[config.mk]
export PLATFORM = sky130hd
export DESIGN_NAME = raw_video_decoder
export DESIGN_NICKNAME = d
export VERILOG_FILES = /design/src/rtl/raw_video_decoder.sv
export SDC_FILE = /design/constraint.sdc
export NUM_CORES = 1
export LEC_CHECK = 0
export BUFFER_PORTS_ARGS = -buffer_cell sky130_fd_sc_hd__buf_2
export CAP_MARGIN = 20
export CORE_MARGIN = 1.5
export CORE_UTILIZATION = 40
export CTS_BUF_LIST = sky130_fd_sc_hd__clkbuf_4
export CTS_CLUSTER_SIZE = 25
export DETAILED_ROUTE_END_ITERATION = 6
export MAX_ROUTING_LAYER = met4
export RECOVER_POWER = 25
export SETUP_SLACK_MARGIN = 0.2
export SYNTH_ARGS = -nofsm -noshare
export SYNTH_HDL_FRONTEND = slang
export SYNTH_SLANG_ARGS = --single-unit
export TNS_END_PERCENT = 1
[constraint.sdc]
create_clock -name CLK -period 16.9 [get_ports CLK]
set_clock_uncertainty 0.15 [all_clocks]
set_input_delay 2.535 -clock CLK [delete_from_list [all_inputs] [get_ports CLK]]
set_output_delay 2.535 -clock CLK [all_outputs]
set_load 0.02 [all_outputs]
[src/rtl/raw_video_decoder.sv]
// Raw composite video decoder: qualifies hsync, locks a 12-phase counter to the
// colour burst and recovers hue/luma/tint from 8-sample pixel windows.
module raw_video_decoder #(
    parameter int unsigned SYNC_MIN   = 64,
    parameter int unsigned ACTIVE_OFS = 296,
    parameter int unsigned PIXELS     = 256
) (
    input  logic        CLK,
    input  logic        n_RES,
    input  logic [10:0] RawVOut,
    output logic        pix_valid,
    output logic [3:0]  pix_hue,
    output logic [1:0]  pix_luma,
    output logic        pix_tint,
    output logic [8:0]  pix_x,
    output logic        pix_err,
    output logic        line_start,
    output logic        locked,
    output logic        line_err
);

    localparam int unsigned RUN_W = $clog2(SYNC_MIN + 1);
    localparam int unsigned OFS_W = $clog2(ACTIVE_OFS + 1);
    localparam int unsigned X_W   = 9;
    localparam int unsigned LVL_W = 4;
    localparam int unsigned PH_W  = 4;

    typedef enum logic [1:0] {S_IDLE, S_SYNC, S_BACKPORCH, S_ACTIVE} state_e;

    state_e             state_q, state_d;
    logic [10:0]        w_q;
    logic [RUN_W-1:0]   run_q, run_d;
    logic [OFS_W-1:0]   ofs_q, ofs_d;
    logic [PH_W-1:0]    ph_q, ph_d;
    logic [PH_W-1:0]    ph0_q, ph0_d;
    logic [LVL_W-1:0]   lvl_prev_q;
    logic               locked_q, locked_d;
    logic [2:0]         win_q, win_d;
    logic               tint_q, tint_d;
    logic [LVL_W-1:0]   lv_q [8];
    logic               lv_we;

    logic               pix_valid_q, pix_valid_d;
    logic [3:0]         pix_hue_q, pix_hue_d;
    logic [1:0]         pix_luma_q, pix_luma_d;
    logic               pix_tint_q, pix_tint_d;
    logic [X_W-1:0]     pix_x_q, pix_x_d;
    logic               pix_err_q, pix_err_d;
    logic               line_start_q, line_start_d;
    logic               line_err_q, line_err_d;

    logic [LVL_W-1:0]   lvl_c;
    logic               sync_c;
    logic [LVL_W-1:0]   lv_all [8];
    logic [LVL_W-1:0]   lo_c, hi_c;
    logic               rise_c, fall_c;
    logic [PH_W-1:0]    r_rise_c, r_fall_c, r_c;
    logic [3:0]         dec_hue_c;
    logic [1:0]         dec_luma_c;
    logic               dec_err_c;
    logic               tint_win_c;
    logic               burst_step_c;

    function automatic logic [LVL_W-1:0] level_of(input logic [8:0] taps);
        logic [LVL_W-1:0] l;
        l = '0;
        for (int i = 0; i < 9; i++) begin
            if (taps[i]) l = LVL_W'(i + 1);
        end
        return l;
    endfunction

    function automatic logic [PH_W-1:0] add_mod12(input logic [PH_W-1:0] a, input logic [PH_W-1:0] b);
        logic [PH_W:0] s;
        s = {1'b0, a} + {1'b0, b};
        if (s >= 5'd12) s = s - 5'd12;
        return s[PH_W-1:0];
    endfunction

    assign lvl_c  = level_of(w_q[9:1]);
    assign sync_c = w_q[0];
    assign burst_step_c = (state_q == S_BACKPORCH) && !sync_c && !locked_q
                          && (lvl_prev_q == 4'd1) && (lvl_c == 4'd4);

    // Window classification; only meaningful on the 8th sample of a window.
    always_comb begin
        for (int i = 0; i < 7; i++) lv_all[i] = lv_q[i];
        lv_all[7] = lvl_c;
        lo_c = lv_all[0];
        hi_c = lv_all[0];
        for (int i = 1; i < 8; i++) begin
            if (lv_all[i] < lo_c) lo_c = lv_all[i];
            if (lv_all[i] > hi_c) hi_c = lv_all[i];
        end
        rise_c   = 1'b0;
        fall_c   = 1'b0;
        r_rise_c = '0;
        r_fall_c = '0;
        for (int i = 1; i < 8; i++) begin
            if (!rise_c && lv_all[i] == hi_c && lv_all[i-1] != hi_c) begin
                rise_c   = 1'b1;
                r_rise_c = add_mod12(ph0_q, PH_W'(i));
            end
            if (!fall_c && lv_all[i] != hi_c && lv_all[i-1] == hi_c) begin
                fall_c   = 1'b1;
                r_fall_c = add_mod12(ph0_q, PH_W'(i));
            end
        end
        r_c        = rise_c ? r_rise_c : add_mod12(r_fall_c, 4'd6);
        dec_err_c  = 1'b0;
        dec_hue_c  = '0;
        dec_luma_c = '0;
        if (hi_c == lo_c) begin
            case (hi_c)
                4'd6:    begin dec_hue_c = 4'h0; dec_luma_c = 2'd0; end
                4'd7:    begin dec_hue_c = 4'h0; dec_luma_c = 2'd1; end
                4'd9:    begin dec_hue_c = 4'h0; dec_luma_c = 2'd3; end
                4'd2:    begin dec_hue_c = 4'hD; dec_luma_c = 2'd0; end
                4'd5:    begin dec_hue_c = 4'hD; dec_luma_c = 2'd2; end
                4'd8:    begin dec_hue_c = 4'hD; dec_luma_c = 2'd3; end
                4'd3:    begin dec_hue_c = 4'hF; dec_luma_c = 2'd0; end
                default: dec_err_c = 1'b1;
            endcase
        end else begin
            if (lo_c == 4'd2 && hi_c == 4'd6)      dec_luma_c = 2'd0;
            else if (lo_c == 4'd3 && hi_c == 4'd7) dec_luma_c = 2'd1;
            else if (lo_c == 4'd5 && hi_c == 4'd9) dec_luma_c = 2'd2;
            else if (lo_c == 4'd8 && hi_c == 4'd9) dec_luma_c = 2'd3;
            else                                   dec_err_c  = 1'b1;
            if (!rise_c && !fall_c) dec_err_c = 1'b1;
            dec_hue_c = add_mod12(r_c, 4'd7) + 4'd1;
        end
        if (!locked_q) dec_err_c = 1'b1;
        tint_win_c = ((win_q == 3'd0) ? 1'b0 : tint_q) | w_q[10];
    end

    always_ff @(posedge CLK) begin
        if (!n_RES) state_q <= S_IDLE;
        else        state_q <= state_d;
    end

    always_comb begin
        state_d = state_q;
        case (state_q)
            S_IDLE:      if (sync_c && run_q >= RUN_W'(SYNC_MIN - 1)) state_d = S_SYNC;
            S_SYNC:      if (!sync_c) state_d = S_BACKPORCH;
            S_BACKPORCH: begin
                if (sync_c)                                   state_d = S_IDLE;
                else if (ofs_q == OFS_W'(ACTIVE_OFS - 1))     state_d = S_ACTIVE;
            end
            S_ACTIVE: begin
                if (sync_c)                                           state_d = S_IDLE;
                else if (win_q == 3'd7 && pix_x_q == X_W'(PIXELS - 1)) state_d = S_IDLE;
            end
            default:     state_d = S_IDLE;
        endcase
    end

    // Counters, burst capture and registered pixel results.
    always_comb begin
        run_d        = sync_c ? ((run_q == RUN_W'(SYNC_MIN)) ? run_q : run_q + RUN_W'(1)) : '0;
        ph_d         = add_mod12(ph_q, 4'd1);
        ofs_d        = ofs_q;
        locked_d     = locked_q;
        win_d        = '0;
        ph0_d        = ph0_q;
        tint_d       = tint_q;
        lv_we        = 1'b0;
        pix_valid_d  = 1'b0;
        pix_hue_d    = pix_hue_q;
        pix_luma_d   = pix_luma_q;
        pix_tint_d   = pix_tint_q;
        pix_err_d    = pix_err_q;
        pix_x_d      = pix_valid_q ? pix_x_q + X_W'(1) : pix_x_q;
        line_start_d = 1'b0;
        line_err_d   = 1'b0;
        case (state_q)
            S_SYNC: begin
                if (!sync_c) begin
                    line_start_d = 1'b1;
                    locked_d     = 1'b0;
                    ofs_d        = OFS_W'(1);
                    pix_x_d      = '0;
                end
            end
            S_BACKPORCH: begin
                if (!sync_c) ofs_d = ofs_q + OFS_W'(1);
                if (burst_step_c) begin
                    locked_d = 1'b1;
                    ph_d     = 4'd1;
                end
            end
            S_ACTIVE: begin
                if (sync_c) begin
                    line_err_d = 1'b1;
                end else begin
                    win_d  = win_q + 3'd1;
                    lv_we  = 1'b1;
                    tint_d = tint_win_c;
                    if (win_q == 3'd0) ph0_d = ph_q;
                    if (win_q == 3'd7) begin
                        pix_valid_d = 1'b1;
                        pix_hue_d   = dec_hue_c;
                        pix_luma_d  = dec_luma_c;
                        pix_tint_d  = tint_win_c;
                        pix_err_d   = dec_err_c;
                    end
                end
            end
            default: ;
        endcase
    end

    always_ff @(posedge CLK) begin
        if (!n_RES) begin
            w_q          <= '0;
            run_q        <= '0;
            ofs_q        <= '0;
            ph_q         <= '0;
            ph0_q        <= '0;
            lvl_prev_q   <= '0;
            locked_q     <= 1'b0;
            win_q        <= '0;
            tint_q       <= 1'b0;
            for (int i = 0; i < 8; i++) lv_q[i] <= '0;
            pix_valid_q  <= 1'b0;
            pix_hue_q    <= '0;
            pix_luma_q   <= '0;
            pix_tint_q   <= 1'b0;
            pix_x_q      <= '0;
            pix_err_q    <= 1'b0;
            line_start_q <= 1'b0;
            line_err_q   <= 1'b0;
        end else begin
            w_q          <= RawVOut;
            run_q        <= run_d;
            ofs_q        <= ofs_d;
            ph_q         <= ph_d;
            ph0_q        <= ph0_d;
            lvl_prev_q   <= lvl_c;
            locked_q     <= locked_d;
            win_q        <= win_d;
            tint_q       <= tint_d;
            if (lv_we) lv_q[win_q] <= lvl_c;
            pix_valid_q  <= pix_valid_d;
            pix_hue_q    <= pix_hue_d;
            pix_luma_q   <= pix_luma_d;
            pix_tint_q   <= pix_tint_d;
            pix_x_q      <= pix_x_d;
            pix_err_q    <= pix_err_d;
            line_start_q <= line_start_d;
            line_err_q   <= line_err_d;
        end
    end

    assign pix_valid  = pix_valid_q;
    assign pix_hue    = pix_hue_q;
    assign pix_luma   = pix_luma_q;
    assign pix_tint   = pix_tint_q;
    assign pix_x      = pix_x_q;
    assign pix_err    = pix_err_q;
    assign line_start = line_start_q;
    assign locked     = locked_q;
    assign line_err   = line_err_q;

endmodule

# [After elaboration in Yosys (flattened, before gate mapping)]
# Memories as Yosys holds them, arrays and structs flattened.
# Index checks and enable logic that the tools add are counted.
[word_totals] reg_bits=66 latch_bits=0 ramBits=32 rom_bits=0 inputBits=13 output_inout_bits=21 wordCells=295 memories=1
[memory_table] memory="lv_q" words=8 width=4 rd=7 rd_ports_with_merged_regs=0 wr=8 line_no="40" text="logic [LVL_W-1:0] lv_q [8];"
[classes] n_addsub=25 mul=0 n_div=0 order_cmp=25 eq_ne=43 n_shift=0 n_mux=109 n_bitwise=4 n_reduce_logical=70
[op_table] op="4-bit 2-to-1 mux" n=50
[op_table] op="5-bit by 4-bit greater-or-equal comparator with 1-bit output, second input constant" n=10
[op_table] op="9-bit 2-to-1 mux" n=5
[op_table] op="4-bit subtractor, second input constant" n=10
[op_table] op="1-bit logical AND" n=37
[op_table] op="4-bit == test" n=9
[op_table] op="1-bit 2-to-1 mux" n=35
[op_table] op="4-bit != test" n=8
[op_table] op="4-bit by 3-bit adder with 5-bit output, second input constant" n=6
[op_table] op="4-bit > comparator" n=7
[op_table] op="4-bit < comparator" n=7
[op_table] op="2-bit 2-to-1 mux" n=13
[op_table] op="4-bit by 3-bit == test with 1-bit output, second input constant" n=5
[op_table] op="9-bit by 1-bit adder with 9-bit output, second input constant" n=2
[op_table] op="9-bit case mux with 2 select lines" n=1
[op_table] op="4-bit by 2-bit == test with 1-bit output, second input constant" n=4
[op_table] op="1-bit zero test" n=16
[op_table] op="4-bit == test, second input constant" n=3
[op_table] op="3-bit AND reduction" n=4
[op_table] op="4-bit by 1-bit adder with 5-bit output, second input constant" n=2
[op_table] op="4-bit by 2-bit adder with 5-bit output, second input constant" n=2
[op_table] op="9-bit by 8-bit == test with 1-bit output, second input constant" n=1
[op_table] op="9-bit == test, second input constant" n=1
[op_table] op="2-bit != test, second input constant" n=4
[op_table] op="other kinds (27)" n=34

# [Longest topological paths before layout]
# An unclocked memory read counts as a cell.
[depth] depth_word=52 ltp_mapped=77 ltp_nobuf=74

# [Least setup slack after synthesis]
# No wires, ideal clock.
[synth_timing] path_type="reg-to-reg" start="memory lv_q[0][1]" end="register pix_hue_q[2] (netlist: pix_hue[2])" setup_time_ns=0.124 t_arrival_ns=14.427 t_required_ns=16.626 slack_ns=2.199 path_stages_with_launch=71 n_path_buf=1 period_less_slack_ns=14.701 cell_sequence="edfxtp_1 -> inv_1 -> ha_1 -> nor2b_4 -> o211a_1 -> o21ai_2 -> mux2i_1 -> ha_1 -> and2_1 -> a311oi_4 -> nand3_2 -> nor2_1 -> a21oi_1 -> ha_1 -> a211oi_1 -> o311a_1 -> a221oi_2 -> mux2i_1 -> [35 not listed] -> a22oi_1 -> and2_1 -> ha_1 -> inv_1 -> ha_1 -> inv_1 -> a211oi_1 -> a21boi_2 -> o32ai_4 -> a211oi_4 -> nand2_1 -> xnor2_1 -> ha_1 -> nand2_1 -> a21bo_2 -> a221o_1 -> xor2_1 -> o211ai_2"
[synth_lines] item="start, declared" line_no="40"
[synth_lines] item="end signal, assigned" line_no="246" text="pix_hue_q <= pix_hue_d;"
[synth_lines] item="end, declared" line_no="44" text="logic [3:0] pix_hue_q, pix_hue_d;"

==> metrics.md <==
| Metric | Value |
|---|---|
| Detail Route Antenna Nets | `0` |
| Setup_tns | `0 ns` |
| Slew HR | `4.08%` |
| Fraction of registers with async set/reset | `0%` |
| Max Transition Viols Final | `0` |
| Area leader, netlist | `dfxtp_1` |
| Pwr dens | `192 nW/um2` |
| Via density | `5.84` |
| Net switching power | `0.971 mW` |
| Minimum clock period | `around 16 ns` |
| Clk pin slew, worst setup/hold paths | `0.17 ns` |
| Post-route cell area | `a little under 10000 um2` |
| Clk_lat worst skew | `0.46 ns` |
| Post-Synth Simple-Gate Area | `22.7%` |
| Vias | `8299` |
| Max_cap viols | `0` |
| Drt initial violations | `560` |
| Power Internal | `0.938 mW` |
| Synth Register Bits | `94` |
| CP dominant cell by count | `ha_1` |
| H-tree depth | `3` |
| FMAX | `0.0634 GHz` |
| Initial antenna violation count | `1` |
| Worst setup EP type | `flip-flop` |
| WP data required | `17.12 ns` |
| Crit path max fanout | `12` |
| Final Cycle Share | `between 90 and 100%` |
| Syn-to-layout area delta | `11.0%` |
| Row count | `54` |
| Post-DP HPWL | `18600 um` |
| Clock share of power | `7.0%` |
| Status | `complete, no violations` |
| Main combinational cell family by area after synthesis | `compound AO/OA/AOI/OAI gates` |
| Post-synth EDFFs | `28` |
| Largest cells by area after synthesis | `dfxtp_1 (15%), ha_1 (11%), edfxtp_1 (9.4%), nor2_1 (5.5%), nand2_1 (4.1%)` |
| Core box area | `21900 um2` |
| Count leader, synth | `nor2_1` |
| Gate Count Post-Synth | `1093` |
| Post-synth top flop | `dfxtp_1` |
| Synth Area in Adders | `11.1%` |
| Synth warn | `0` |
| DRC | `0` |
| First-pass DRT Iterations | `7` |
| Vias in the first global route | `7592` |
| Post-Syn Area | `8930 um2` |
| Average wire per standard cell | `17.3 um` |
| Hold WS | `0.321 ns` |
| Sw Share | `50.9%` |
| Syn Nets | `between 1000 and 1500` |
| Final hold vios | `0` |
| First-pass GRT wire length | `38700 um` |
| Portion of netlist area occupied by mux cells | `3.15%` |
| Top cell type's share of synthesized area | `around 15%` |
| Sequential area share after synthesis | `between 20% and 30%` |
| Pre-CTS setup slack | `0.0713 ns` |
| Layout cells sized above 1 | `between 10% and 20%` |
| RePlAce Congestion | `about 0.94` |
| Die Height | `152 um` |
| Worst Max-Slew Pin Slew | `roughly 1.4 ns` |
| WS Path Type | `flip-flop to flip-flop` |
| Total GRT Usage | `20.9%` |
| Final setup viols | `0` |
| Max Root-Sink Buffers | `2` |
| Combinational share of power | `79.8%` |
| RSZ-0062 raised after global routing | `no` |
| GRT Residual Overflow | `0` |
| Slowest CP cell | `edfxtp_1` |
| Final core occ | `45.3%` |
| Sequential share of power | `13.2%` |
| Die Wd | `152 um` |
| Xor/xnor cell area share of the yosys netlist | `between 6 and 7%` |
| Num ports | `34` |
| Worst hold path class | `flip-flop to flip-flop` |
| Port buffer count | `33` |
| Compound-gate portion of the synthesized area | `27.7%` |
| Critical Path Source Type | `flip-flop` |
| Pleak | `4.00 nW` |
| CTS Root Cell | `clkbuf_4` |
| Worst EP arrival | `15.99 ns` |
| Mapped Avg Cell Area | `just over 8 um2` |
| CTS sink count | `94` |
| Top post-synthesis cells by count | `nor2_1 (132), nand2_1 (97), ha_1 (79)` |
| Total Die Area | `23200 um2` |
| Post-detailed-placement cell area | `9330 um2` |
| Hold-fix buffers at CTS | `0` |
| CTS tree | `done` |
| Final nets | `1228` |
| Initial core utilization | `40.8%` |
| TritonCTS buffer count | `9` |
| Max VDD drop | `between 0.15 and 0.2 mV` |
| Worst Setup Slack, final | `roughly 1.1 ns` |
| Final wirelength | `24600 um` |
| Crit-path max cell delay | `0.49 ns` |
| Post-synth cell types | `114` |
| Largest net degree at the start of global routing | `32` |
[state kept, by name (all words and copies together), names as in the netlist, 7 cells and up]
signal	count
run_q	7
w_q	11
pix_x	9
ofs_q	9
lv_q	28
[area by class of cell]
type | instances | area, um2
Antenna cell | 1 | 2.50
Clock buffer | 9 | 67.6
Clock inverter | 7 | 93.8
Fill cell | 2201 | 12000
Inverter | 67 | 251
Multi-Input combinational cell | 894 | 6530
Sequential cell | 94 | 2160
Tap cell | 280 | 350
Timing Repair Buffer | 70 | 454
[repair_timing]
item                                    CTS  global route
resized for setup                         1            33
pin swaps                                 1             9
buffers inserted                          3            28
endpoints found under the hold margin     0             0
cloned                                    0             1
endpoints found under the setup margin    2             2
[critical path: cells and delay by family, from the launching register on]
| kind | cells | cell delay, ns |
|---|---|---|
| AO/OA/AOI/OAI | 28 | 6.47 |
| XOR/XNOR | 3 | 0.52 |
| buffers and inverters | 6 | 0.71 |
| flip-flops | 1 | 0.49 |
| AND/OR/NAND/NOR | 19 | 3.55 |
| multiplexers | 4 | 1.15 |
| adder cells (fa/ha/maj) | 9 | 2.69 |
[placed cells by master (no fill, tap or decap), types with 12 or more instances in the layout]
cell and instances:
buf_2 32, nand3_1 39, buf_4 35, xor2_1 26, nor2b_1 12, dfxtp_1 66
a21oi_1 49, ha_1 78, nor2_1 131, a211oi_1 13, o21ai_0 51, and2_1 14
edfxtp_1 28, and3_1 18, nand2_1 97, inv_1 67, nand2b_1 16, xnor2_1 40
mux2i_1 17, nor3_1 17
[stage by stage]
step / total power [mW] / instances
CTS: 1.75 / 1391
global placement: 1.57 / 1372
global route: 2.07 / 1422
finish: 1.91 / 1422
floorplan: 1.33 / 1093
detailed placement: 1.59 / 1372
[cell families after synthesis]
family | count (synthesis)
xor+xnor | 67
simple gates | 415
fa+ha+maj | 79
flops | 94
compound gates | 305
mux | 27
buf+inv | 106
[per-layer routing]
metal	routed length [um]	track usage [%]	part of all wire (%)
met5	0	-	0
met4	572	6.32	2.3
met3	1110	2.28	4.5
met2	11200	33.3	45
met1	11800	27.9	48
[final timing paths]
check                  start         end  slack, ns  cells after the start
hold / removal    pix_hue[0]  pix_hue[0]       0.32                      2
setup / recovery  lv_q[1][1]  pix_hue[2]       1.13                     69
hold reg to reg   pix_hue[0]  pix_hue[0]       0.32                      2
setup reg to reg  lv_q[1][1]  pix_hue[2]       1.13                     69
[power by group through the flow]
stage / Sequential [mW] / Clock [mW] / Combinational (mW)
detailed placement: 0.257 / 0 / 1.33
floorplan: 0.250 / 0 / 1.08
finish: 0.252 / 0.133 / 1.52
global placement: 0.257 / 0 / 1.32
global route: 0.254 / 0.148 / 1.67
CTS: 0.252 / 0.137 / 1.36
Note: power is estimated with default switching activity, not from simulation.
